### src/rtl/tlul_dnsz_pkg.sv
// Shared types and constants for the 64-to-32 TL-UL downsizer.
// Holds the FSM state enum, TL-UL opcodes and the request legality check.
package tlul_dnsz_pkg;

    typedef enum logic [2:0] {
        IDLE,
        LO_REQ,
        LO_RSP,
        HI_REQ,
        HI_RSP,
        RESP
    } state_e;

    localparam logic [2:0] OP_GET         = 3'd4;
    localparam logic [2:0] OP_PUT_FULL    = 3'd0;
    localparam logic [2:0] OP_PUT_PARTIAL = 3'd1;
    localparam logic [2:0] OP_ACK         = 3'd0;
    localparam logic [2:0] OP_ACK_DATA    = 3'd1;

    // A 64-bit beat must be naturally aligned; narrower ones pass through.
    function automatic logic req_legal(
        input logic [2:0] opcode,
        input logic [2:0] size,
        input logic [2:0] addr_lo
    );
        logic op_ok;
        op_ok = (opcode == OP_GET) || (opcode == OP_PUT_FULL) ||
                (opcode == OP_PUT_PARTIAL);
        return op_ok && (size <= 3'd3) &&
               !((size == 3'd3) && (addr_lo != 3'd0));
    endfunction

endpackage

### src/rtl/tlul_dnsizer_64to32.sv
// Splits 64-bit TL-UL requests into one or two 32-bit device beats.
// Ports: clk_i/rst_ni, host A/D channel (h_*), device A/D channel (dev_*).
module tlul_dnsizer_64to32
    import tlul_dnsz_pkg::*;
#(
    parameter int SourceW = 8
) (
    input  logic               clk_i,
    input  logic               rst_ni,
    input  logic               h_a_valid,
    input  logic [2:0]         h_a_opcode,
    input  logic [2:0]         h_a_param,
    input  logic [2:0]         h_a_size,
    input  logic [SourceW-1:0] h_a_source,
    input  logic [31:0]        h_a_address,
    input  logic [7:0]         h_a_mask,
    input  logic [63:0]        h_a_data,
    output logic               h_a_ready,
    output logic               h_d_valid,
    output logic [2:0]         h_d_opcode,
    output logic [2:0]         h_d_param,
    output logic [2:0]         h_d_size,
    output logic [SourceW-1:0] h_d_source,
    output logic               h_d_sink,
    output logic [63:0]        h_d_data,
    output logic               h_d_denied,
    input  logic               h_d_ready,
    output logic               dev_a_valid,
    output logic [2:0]         dev_a_opcode,
    output logic [2:0]         dev_a_param,
    output logic [1:0]         dev_a_size,
    output logic [SourceW-1:0] dev_a_source,
    output logic [31:0]        dev_a_address,
    output logic [3:0]         dev_a_mask,
    output logic [31:0]        dev_a_data,
    input  logic               dev_a_ready,
    input  logic               dev_d_valid,
    input  logic [2:0]         dev_d_opcode,
    input  logic [2:0]         dev_d_param,
    input  logic [1:0]         dev_d_size,
    input  logic [SourceW-1:0] dev_d_source,
    input  logic               dev_d_sink,
    input  logic [31:0]        dev_d_data,
    input  logic               dev_d_error,
    output logic               dev_d_ready
);

    state_e state_q, state_d;

    logic [2:0]         op_q;
    logic [2:0]         size_q;
    logic [SourceW-1:0] src_q;
    logic [31:0]        addr_q;
    logic [7:0]         mask_q;
    logic [63:0]        data_q;
    logic [63:0]        rdata_q;
    logic               denied_q;
    logic               illegal_q;

    logic accept;
    logic legal;
    logic wide;
    logic hi;
    logic upper;
    logic unused_sigs;

    assign accept = h_a_valid && h_a_ready;
    assign legal  = req_legal(h_a_opcode, h_a_size, h_a_address[2:0]);
    assign wide   = (size_q == 3'd3);
    assign hi     = (state_q == HI_REQ);
    // Narrow beats pick the lane from the address; wide ones by beat.
    assign upper  = wide ? hi : addr_q[2];

    always_ff @(posedge clk_i or negedge rst_ni) begin
        if (!rst_ni) begin
            state_q <= IDLE;
        end else begin
            state_q <= state_d;
        end
    end

    always_comb begin
        state_d = state_q;
        unique case (state_q)
            IDLE:   if (h_a_valid) state_d = legal ? LO_REQ : RESP;
            LO_REQ: if (dev_a_ready) state_d = LO_RSP;
            LO_RSP: if (dev_d_valid) state_d = wide ? HI_REQ : RESP;
            HI_REQ: if (dev_a_ready) state_d = HI_RSP;
            HI_RSP: if (dev_d_valid) state_d = RESP;
            RESP:   if (h_d_ready) state_d = IDLE;
            default: state_d = IDLE;
        endcase
    end

    always_ff @(posedge clk_i or negedge rst_ni) begin
        if (!rst_ni) begin
            op_q      <= '0;
            size_q    <= '0;
            src_q     <= '0;
            addr_q    <= '0;
            mask_q    <= '0;
            data_q    <= '0;
            rdata_q   <= '0;
            denied_q  <= 1'b0;
            illegal_q <= 1'b0;
        end else if (accept) begin
            op_q      <= h_a_opcode;
            size_q    <= h_a_size;
            src_q     <= h_a_source;
            addr_q    <= h_a_address;
            mask_q    <= h_a_mask;
            data_q    <= h_a_data;
            rdata_q   <= '0;
            denied_q  <= !legal;
            illegal_q <= !legal;
        end else if (dev_d_valid && dev_d_ready) begin
            denied_q <= denied_q | dev_d_error;
            if (state_q == HI_RSP) begin
                rdata_q[63:32] <= dev_d_data;
            end else if (wide) begin
                rdata_q[31:0] <= dev_d_data;
            end else begin
                rdata_q <= {dev_d_data, dev_d_data};
            end
        end
    end

    assign h_a_ready = (state_q == IDLE) && rst_ni;

    assign dev_a_valid   = (state_q == LO_REQ) || (state_q == HI_REQ);
    assign dev_a_opcode  = op_q;
    assign dev_a_param   = 3'd0;
    assign dev_a_size    = wide ? 2'd2 : size_q[1:0];
    assign dev_a_source  = src_q;
    assign dev_a_address = wide ? {addr_q[31:3], hi, 2'b00} : addr_q;
    assign dev_a_mask    = upper ? mask_q[7:4] : mask_q[3:0];
    assign dev_a_data    = upper ? data_q[63:32] : data_q[31:0];

    assign dev_d_ready = (state_q == LO_RSP) || (state_q == HI_RSP);

    assign h_d_valid  = (state_q == RESP);
    assign h_d_opcode = (op_q == OP_GET) ? OP_ACK_DATA : OP_ACK;
    assign h_d_param  = 3'd0;
    assign h_d_size   = size_q;
    assign h_d_source = src_q;
    assign h_d_sink   = 1'b0;
    assign h_d_data   = ((op_q == OP_GET) && !illegal_q) ? rdata_q : 64'd0;
    assign h_d_denied = denied_q;

    assign unused_sigs = ^{h_a_param, dev_d_opcode, dev_d_param,
                           dev_d_size, dev_d_source, dev_d_sink};

endmodule

### config.mk
export PLATFORM = sky130hd
export DESIGN_NAME = tlul_dnsizer_64to32
export DESIGN_NICKNAME = d
export VERILOG_FILES = /design/src/rtl/tlul_dnsz_pkg.sv /design/src/rtl/tlul_dnsizer_64to32.sv
export SDC_FILE = /design/constraint.sdc
export NUM_CORES = 1
export LEC_CHECK = 0
export ABC_CLOCK_PERIOD_IN_PS = 5700
export BUFFER_PORTS_ARGS = -buffer_cell sky130_fd_sc_hd__buf_2
export CELL_PAD_IN_SITES_DETAIL_PLACEMENT = 1
export CELL_PAD_IN_SITES_GLOBAL_PLACEMENT = 2
export CORE_AREA = 8 8 235 147
export DETAILED_ROUTE_END_ITERATION = 7
export DIE_AREA = 0 0 243 155
export GPL_ROUTABILITY_DRIVEN = 0
export PLACE_DENSITY_LB_ADDON = 0.1
export SETUP_SLACK_MARGIN = 0.15
export SYNTH_ARGS = -nofsm -noshare
export SYNTH_HDL_FRONTEND = slang
export SYNTH_SLANG_ARGS = --single-unit
### constraint.sdc
create_clock -name clk_i -period 5.7 [get_ports clk_i]
set_clock_uncertainty 0.2 [all_clocks]
set_input_delay 0 -clock clk_i [delete_from_list [all_inputs] [get_ports clk_i]]
set_output_delay 0 -clock clk_i [all_outputs]
set_load 0.02 [all_outputs]
==> results of run 1 <==
## cells in the mapped netlist
cell	instances
o22ai_1	32
or3b_1	1
nor2_2	1
nand3b_1	3
and3b_1	2
mux2i_4	1
buf_4	50
mux2i_1	34
and3_1	65
a21oi_1	67
nor3_1	1
nand2b_1	35
xor2_1	2
o21ai_0	34
inv_1	36
nand2_1	2
a211oi_1	2
dfrtp_1	187
a21boi_0	1
or2_2	32
clkinv_1	1
nand4bb_1	22
buf_6	12
clkbuf_1	56
o311ai_0	1
or4bb_1	10
nor4_1	64
a211oi_2	1
conb_1	1
a221oi_1	1
buf_8	3
mux2_2	125
o211a_1	1
buf_1	5
nor3b_1	2
buf_2	15
nor2b_1	4
nor2_1	5
mux2_4	29
a31oi_1	1
and2_1	3
nand3_1	1
## path summary, 6_finish.rpt
path / cells after the start / to / from / slack [ns]
hold / removal: 5 / state_q[1] / dev_d_valid / 0.07
setup / recovery: 5 / dev_a_data[31] / h_d_size[2] / 2.18
hold reg to reg: 1 / addr_q[3] / addr_q[3] / 0.30
max in group asynchronous: 4 / state_q[0] / rst_ni / 3.44
min in group asynchronous: 3 / data_q[59] / rst_ni / 0.50
setup reg to reg: 4 / state_q[2] / state_q[2] / 2.51
## sequential cells by signal (all words and copies together), names as in the netlist
| register | count |
|---|---|
| h_d_size | 3 |
| dev_a_opcode | 3 |
| state_q | 3 |
| dev_a_source | 8 |
| mask_q | 8 |
| addr_q | 32 |
| illegal_q | 1 |
| rdata_q | 64 |
| data_q | 64 |
| h_d_denied | 1 |
## critical path, cell delays in order, from the launching register on
cell and delay [ns]:
dfrtp_1 0.41, and3b_2 0.88, mux2i_4 0.34, buf_4 0.60, mux2_2 0.42, buf_2 0.16
## kinds of logic after synthesis
group,count (synthesis),share of synthesized area
and+or+nand+nor,253,0.1667
buffers and inverters,178,0.09586
muxes,189,0.2118
DFF,187,0.4492
xor gates and xnor gates,2,0.001682
other,1,0.0003600
AOI/OAI and AO/OA,141,0.07435
## cells in the final DEF, fill, tap and decap left out, types with 5 or more instances in the layout
master / Yosys / layout
buf_2: 15 / 317
dfrtp_1: 187 / 184
dlygate4sd3_1: 0 / 158
mux2_2: 125 / 125
a21oi_1: 67 / 67
and3_1: 65 / 65
nor4_1: 64 / 64
inv_1: 36 / 35
nand2b_1: 35 / 34
o21ai_0: 34 / 34
mux2i_1: 34 / 34
or2_2: 32 / 32
o22ai_1: 32 / 32
mux2_4: 29 / 29
nand4bb_1: 22 / 22
clkbuf_16: 0 / 17
buf_4: 50 / 14
or4bb_1: 10 / 10
conb_1: 1 / 9
nor2_1: 5 / 5
## cell type report
| cell class | count | area, um2 |
|---|---|---|
| well taps | 424 | 530.5 |
| flip-flops and latches | 187 | 4686 |
| repair buffers | 491 | 3307 |
| multi-input cells | 594 | 4797 |
| clock buffers | 17 | 425.4 |
| diodes | 3 | 7.507 |
| inverters | 37 | 138.9 |
| fillers | 3548 | 17320 |
| clock inverters | 15 | 181.4 |
## through the flow
| stage | total power, mW | cells | setup slack, ns | hold slack, ns | utilization |
|---|---|---|---|---|---|
| 6_report | 7.354 | 1768 | 2.175 | 0.07345 | 0.4483 |
| 5_1_grt | 7.827 | 1768 | 2.019 | 0.1023 | 0.4483 |
| 4_1_cts | 7.437 | 1765 | 2.117 | 0.04805 | 0.4480 |
| 3_5_place_dp | 6.043 | 1575 | 2.522 | -0.06938 | 0.3783 |
| 3_3_place_gp | 5.965 | 1575 | 2.595 | -0.06041 | 0.3783 |
| 2_1_floorplan | 5.093 | 959 | 3.711 | -0.4956 | - |
## layer usage
metal  up-vias  global-route usage  wire length, um
met5         -                   0                0
met4         0             0.07456             1103
met3        53             0.04486             1604
met2       209              0.3183            18060
met1      4378              0.2670            17780
li1       4107                   -                -
## where the power goes
part / internal, mW / switching [mW] / leakage, nW
registers: 1.96 / 0.498 / 2.25
clock network: 0.664 / 0.601 / 0.289
logic: 1.60 / 2.03 / 4.14
total: 4.23 / 3.13 / 6.68
==> results.sh, run 1 <==
export IMPL_outcome="complete, no violations"
export IMPL_dieArea_um2=37670
export IMPL_grt_pass1_wl_um=59810
export IMPL_portBuffers=318
export IMPL_path_class="flip-flop to output pin"
export IMPL_wl_per_cell_um=21.81
export IMPL_die_h_um=155
export IMPL_required_ns=5.50
export IMPL_grt_pass1_vias=9606
export IMPL_synth_area_um2=10420
export IMPL_cts_hold_buf=158
export IMPL_avgSynthCellArea_um2=10.95
export IMPL_finalSetupTns_ns=0
export IMPL_synth_area_leaders="dfrtp_1 (45%), mux2_2 (14%), mux2_4 (4.2%), and3_1 (3.9%), nor4_1 (3.8%)"
export IMPL_area_growth_pct=35.11
export IMPL_ctsHtreeMaxLevel=4
export IMPL_clkSinkCount=187
export IMPL_cts_repair_resized=0
export IMPL_critPathLaunchType="flip-flop"
export IMPL_synth_cell_type_count=42
export IMPL_overflow=0
export IMPL_min_period_over_period=0.6184
export IMPL_slew_headroom=0.2614
export IMPL_firstDrtPassIters=4
export IMPL_synth_warnings=0
export IMPL_grt_use_total=0.2008
export IMPL_design_area_um2=14070
export IMPL_numCtsBuffers=17
export IMPL_antenna_left=0
export IMPL_core_area_um2=31400
export IMPL_cts_tree="yes"
export IMPL_cap_violations=0
export IMPL_synth_top_cell_area_share=0.4492
export IMPL_netlist_instances=951
export IMPL_drv_slew=0
export IMPL_nets=1505
export IMPL_dr_first_iter_drc_count=433
export IMPL_post_cts_setup_buffers=0
export IMPL_die_w_um=243
export IMPL_insertion_delay_ns=0.45
export IMPL_min_period_ns=3.525
export IMPL_finalHoldViolCount=0
export IMPL_num_vias=8747
export IMPL_crit_arrival_ns=3.32
export IMPL_dpl_cell_area_um2=11880
export IMPL_end_kind="output pin"
export IMPL_p_leak_nw=6.681
export IMPL_place_detailed_hpwl_um=23810
export IMPL_cp_max_fo=37
export IMPL_drive_above_1_share=0.4198
export IMPL_setup_violations=0
export IMPL_power_per_cell_area_nw_per_um2=522.6
export IMPL_rsz0062_at_grt="false"
export IMPL_cts_root_buf="clkbuf_16"
export IMPL_fmax_mhz=283.7
export IMPL_worst_slew_pin_slew_ns=1.108
export IMPL_fp_row_count=51
export IMPL_synth_top_area_cell="dfrtp_1"
export IMPL_grt_max_degree=121
export IMPL_clkTransAtPathRegs_ns=0.08
export IMPL_antenna_found_initial=3
export IMPL_peakVddDrop_uv=228.7
export IMPL_ios=348
export IMPL_hold_class="primary input to flip-flop"
export IMPL_start_util=0.3318
export IMPL_routed_wl_um=38550
export IMPL_drc=0
export IMPL_clockBufferDepth=2
export IMPL_yosysSeqAreaShare=0.4492
export IMPL_vias_per_cell=4.947
export IMPL_ys_ff_latch=187
Power figures use the tool's default switching activity.
==> run 2: changes to the inputs <==
--- a/config.mk
+++ b/config.mk
@@ -5,13 +5,14 @@
 export SDC_FILE = /design/constraint.sdc
 export NUM_CORES = 1
 export LEC_CHECK = 0
-export ABC_CLOCK_PERIOD_IN_PS = 5700
+export ABC_AREA = 1
+export ABC_CLOCK_PERIOD_IN_PS = 3000
 export BUFFER_PORTS_ARGS = -buffer_cell sky130_fd_sc_hd__buf_2
 export CELL_PAD_IN_SITES_DETAIL_PLACEMENT = 1
 export CELL_PAD_IN_SITES_GLOBAL_PLACEMENT = 2
-export CORE_AREA = 8 8 235 147
+export CORE_AREA = 8 8 260 162
 export DETAILED_ROUTE_END_ITERATION = 7
-export DIE_AREA = 0 0 243 155
+export DIE_AREA = 0 0 268 170
 export GPL_ROUTABILITY_DRIVEN = 0
 export PLACE_DENSITY_LB_ADDON = 0.1
 export SETUP_SLACK_MARGIN = 0.15
==> constraint.sdc (replaced) <==
create_clock -name clk_i -period 3 [get_ports clk_i]
set_clock_uncertainty 0.2 [all_clocks]
set_input_delay 0 -clock clk_i [delete_from_list [all_inputs] [get_ports clk_i]]
set_output_delay 0 -clock clk_i [all_outputs]
set_load 0.02 [all_outputs]
==> results.sh, run 2 <==
export IMPL_clockBufferDepth=2
export IMPL_dpl_cell_area_um2=10800
export IMPL_overflow=0
export IMPL_synth_cell_type_count=23
export IMPL_ios=348
export IMPL_synth_area_leaders="dfrtp_1 (52%), nand2_1 (27%), buf_4 (5.0%), nand3_1 (3.9%), inv_1 (3.6%)"
export IMPL_p_total_mw=12.48
export IMPL_ys_ff_latch=187
export IMPL_cap_violations=0
export IMPL_final_common_cell="nand2_1"
export IMPL_fmax_mhz=380.6
export IMPL_slew_headroom=0.4079
export IMPL_netlist_instances=1232
export IMPL_fp_row_count=56
export IMPL_hold_class="primary input to asynchronous set/reset pin"
export IMPL_firstDrtPassIters=6
export IMPL_grt_use_total=0.1535
export IMPL_synth_edf_count=0
export IMPL_die_h_um=170
export IMPL_avgSynthCellArea_um2=7.321
export IMPL_path_class="flip-flop to flip-flop"
export IMPL_clkTransAtPathRegs_ns=0.07
export IMPL_grt_max_degree=138
export IMPL_fin_hold_ws_ns=0.06033
export IMPL_antenna_left=0
export IMPL_fin_ws_ns=0.3726
export IMPL_synth_top_area_cell="dfrtp_1"
export IMPL_crit_arrival_ns=2.75
export IMPL_min_period_ns=2.627
export IMPL_ys_flop_type="dfrtp_1"
export IMPL_num_vias=8841
export IMPL_yosysSeqAreaShare=0.5188
export IMPL_dr_first_iter_drc_count=446
export IMPL_vias_per_cell=4.044
export IMPL_peakVddDrop_uv=419.0
export IMPL_outcome="complete, no violations"
export IMPL_area_growth_pct=44.44
export IMPL_critPathLaunchType="flip-flop"
export IMPL_finalHoldViolCount=0
export IMPL_core_area_um2=38330
export IMPL_insertion_delay_ns=0.44
export IMPL_synth_area_um2=9020
export IMPL_grt_pass1_wl_um=55400
export IMPL_clkSinkCount=187
export IMPL_p_leak_nw=7.514
export IMPL_numCtsBuffers=17
export IMPL_dp_slack_ns=0.5951
export IMPL_cp_max_fo=11
export IMPL_async_flop_share=1.000
export IMPL_antenna_found_initial=5
export IMPL_place_detailed_hpwl_um=23280
export IMPL_synth_warnings=0
export IMPL_synth_most_common_cell="nand2_1"
export IMPL_grt_pass1_vias=9612
export IMPL_dieArea_um2=45560
export IMPL_power_per_cell_area_nw_per_um2=957.7
export IMPL_design_area_um2=13030
export IMPL_fillers=4787
export IMPL_netlist_top_cells_count="nand2_1 (647), dfrtp_1 (187), inv_1 (86)"
export IMPL_synth_top_cell_area_share=0.5188
export IMPL_portBuffers=318
export IMPL_cts_root_buf="clkbuf_16"
export IMPL_end_kind="flip-flop"
export IMPL_final_cell_mix="nand2_1 (646), buf_2 (317), dfrtp_1 (187)"
export IMPL_die_w_um=268
export IMPL_wl_per_cell_um=15.85
export IMPL_finalSetupTns_ns=0
export IMPL_nets=1824
export IMPL_min_period_over_period=0.8758
export IMPL_ctsHtreeMaxLevel=4
export IMPL_setup_violations=0
export IMPL_worst_slew_pin_slew_ns=0.8852
export IMPL_drv_slew=0
export IMPL_rsz0062_at_grt="false"
export IMPL_drc=0
export IMPL_start_util=0.2353
export IMPL_routed_wl_um=34660
export IMPL_drive_above_1_share=0.2458
export IMPL_largestRegisters="data_q: 64 flops, rdata_q: 64 flops, addr_q: 32 flops"
export IMPL_required_ns=3.12
export IMPL_cts_tree="yes"
## run 2: cell types whose count changed after synthesis, sizes merged, moves of 42 or more
cell and change:
nor4 -64, inv +81, a21oi -65, and3 -65
nor2 +73, nand2 +648, nand3 +71, mux2 -154
clkbuf -42
## run 2: metal layers
| metal | global-route usage | routed length (um) |
|---|---|---|
| met5 | 0 | 12 |
| met4 | 0.03801 | 503 |
| met3 | 0.03575 | 1370 |
| met2 | 0.2508 | 16480 |
| met1 | 0.2044 | 16290 |
## run 2: cell families (layout without fill, tap and decap cells)
logic type | after synthesis | count (layout) | synth area share
other | 1 | 13 | 0.0004157
DFF | 187 | 187 | 0.5188
and+or+nand+nor | 805 | 805 | 0.3489
buffers and inverters | 227 | 647 | 0.1248
AOI/OAI and AO/OA | 12 | 12 | 0.007074
## run 2: cell type report
class	count	area [um2]	area share
Sequential cell	187	4679	0.3592
Timing Repair Buffer	498	3397	0.2607
Multi-Input combinational cell	826	3264	0.2506
Tap cell	522	653.1	0.05013
Inverter	117	441.7	0.03390
Clock buffer	17	425.4	0.03265
Clock inverter	15	157.7	0.01210
Antenna cell	4	10.01	0.0007683
## run 2: final timing paths
path                         startpoint     endpoint  slack (ns)  cells past startpoint
max                          state_q[1]   state_q[0]        0.37                      8
min                              rst_ni    addr_q[2]        0.06                      3
max reg2reg                  state_q[1]   state_q[0]        0.37                      8
min reg2reg                 rdata_q[26]  rdata_q[26]        0.27                      2
max in group asynchronous        rst_ni  rdata_q[56]        1.39                      3
min in group clk_i         h_a_data[42]   data_q[42]        0.07                      4
## run 2: through the flow
| step | utilization | std cells |
|---|---|---|
| 6_report | 0.3399 | 2186 |
| 4_1_cts | 0.3395 | 2182 |
| 5_1_grt | 0.3399 | 2186 |
| 3_3_place_gp | 0.2818 | 1987 |
| 3_5_place_dp | 0.2818 | 1987 |
| 2_1_floorplan | - | 1240 |
## run 2: power by group
part	switching, mW	total (mW)	leakage, nW	internal, mW
Combinational	3.93	5.80	4.89	1.87
Sequential	0.653	4.34	2.34	3.69
Clock	1.15	2.33	0.283	1.18
## run 2: timing repair
item / CTS / global route
setup buffers: 0 / 0
gates resized for setup: 0 / 1
setup endpoints to repair: 0 / 21
endpoints found under the hold margin: 374 / 0
hold buffers: 163 / 0
## run 2: worst max-delay path: stages, from the launching register on
cell           delay [ns]
dfrtp_1              0.54
nor2_4               0.24
nand3_1              0.16
nand3_1              0.11
dlygate4sd3_1        0.55
nor2_1               0.06
nand2_1              0.06
nand2_1              0.04
dlygate4sd3_1        0.55
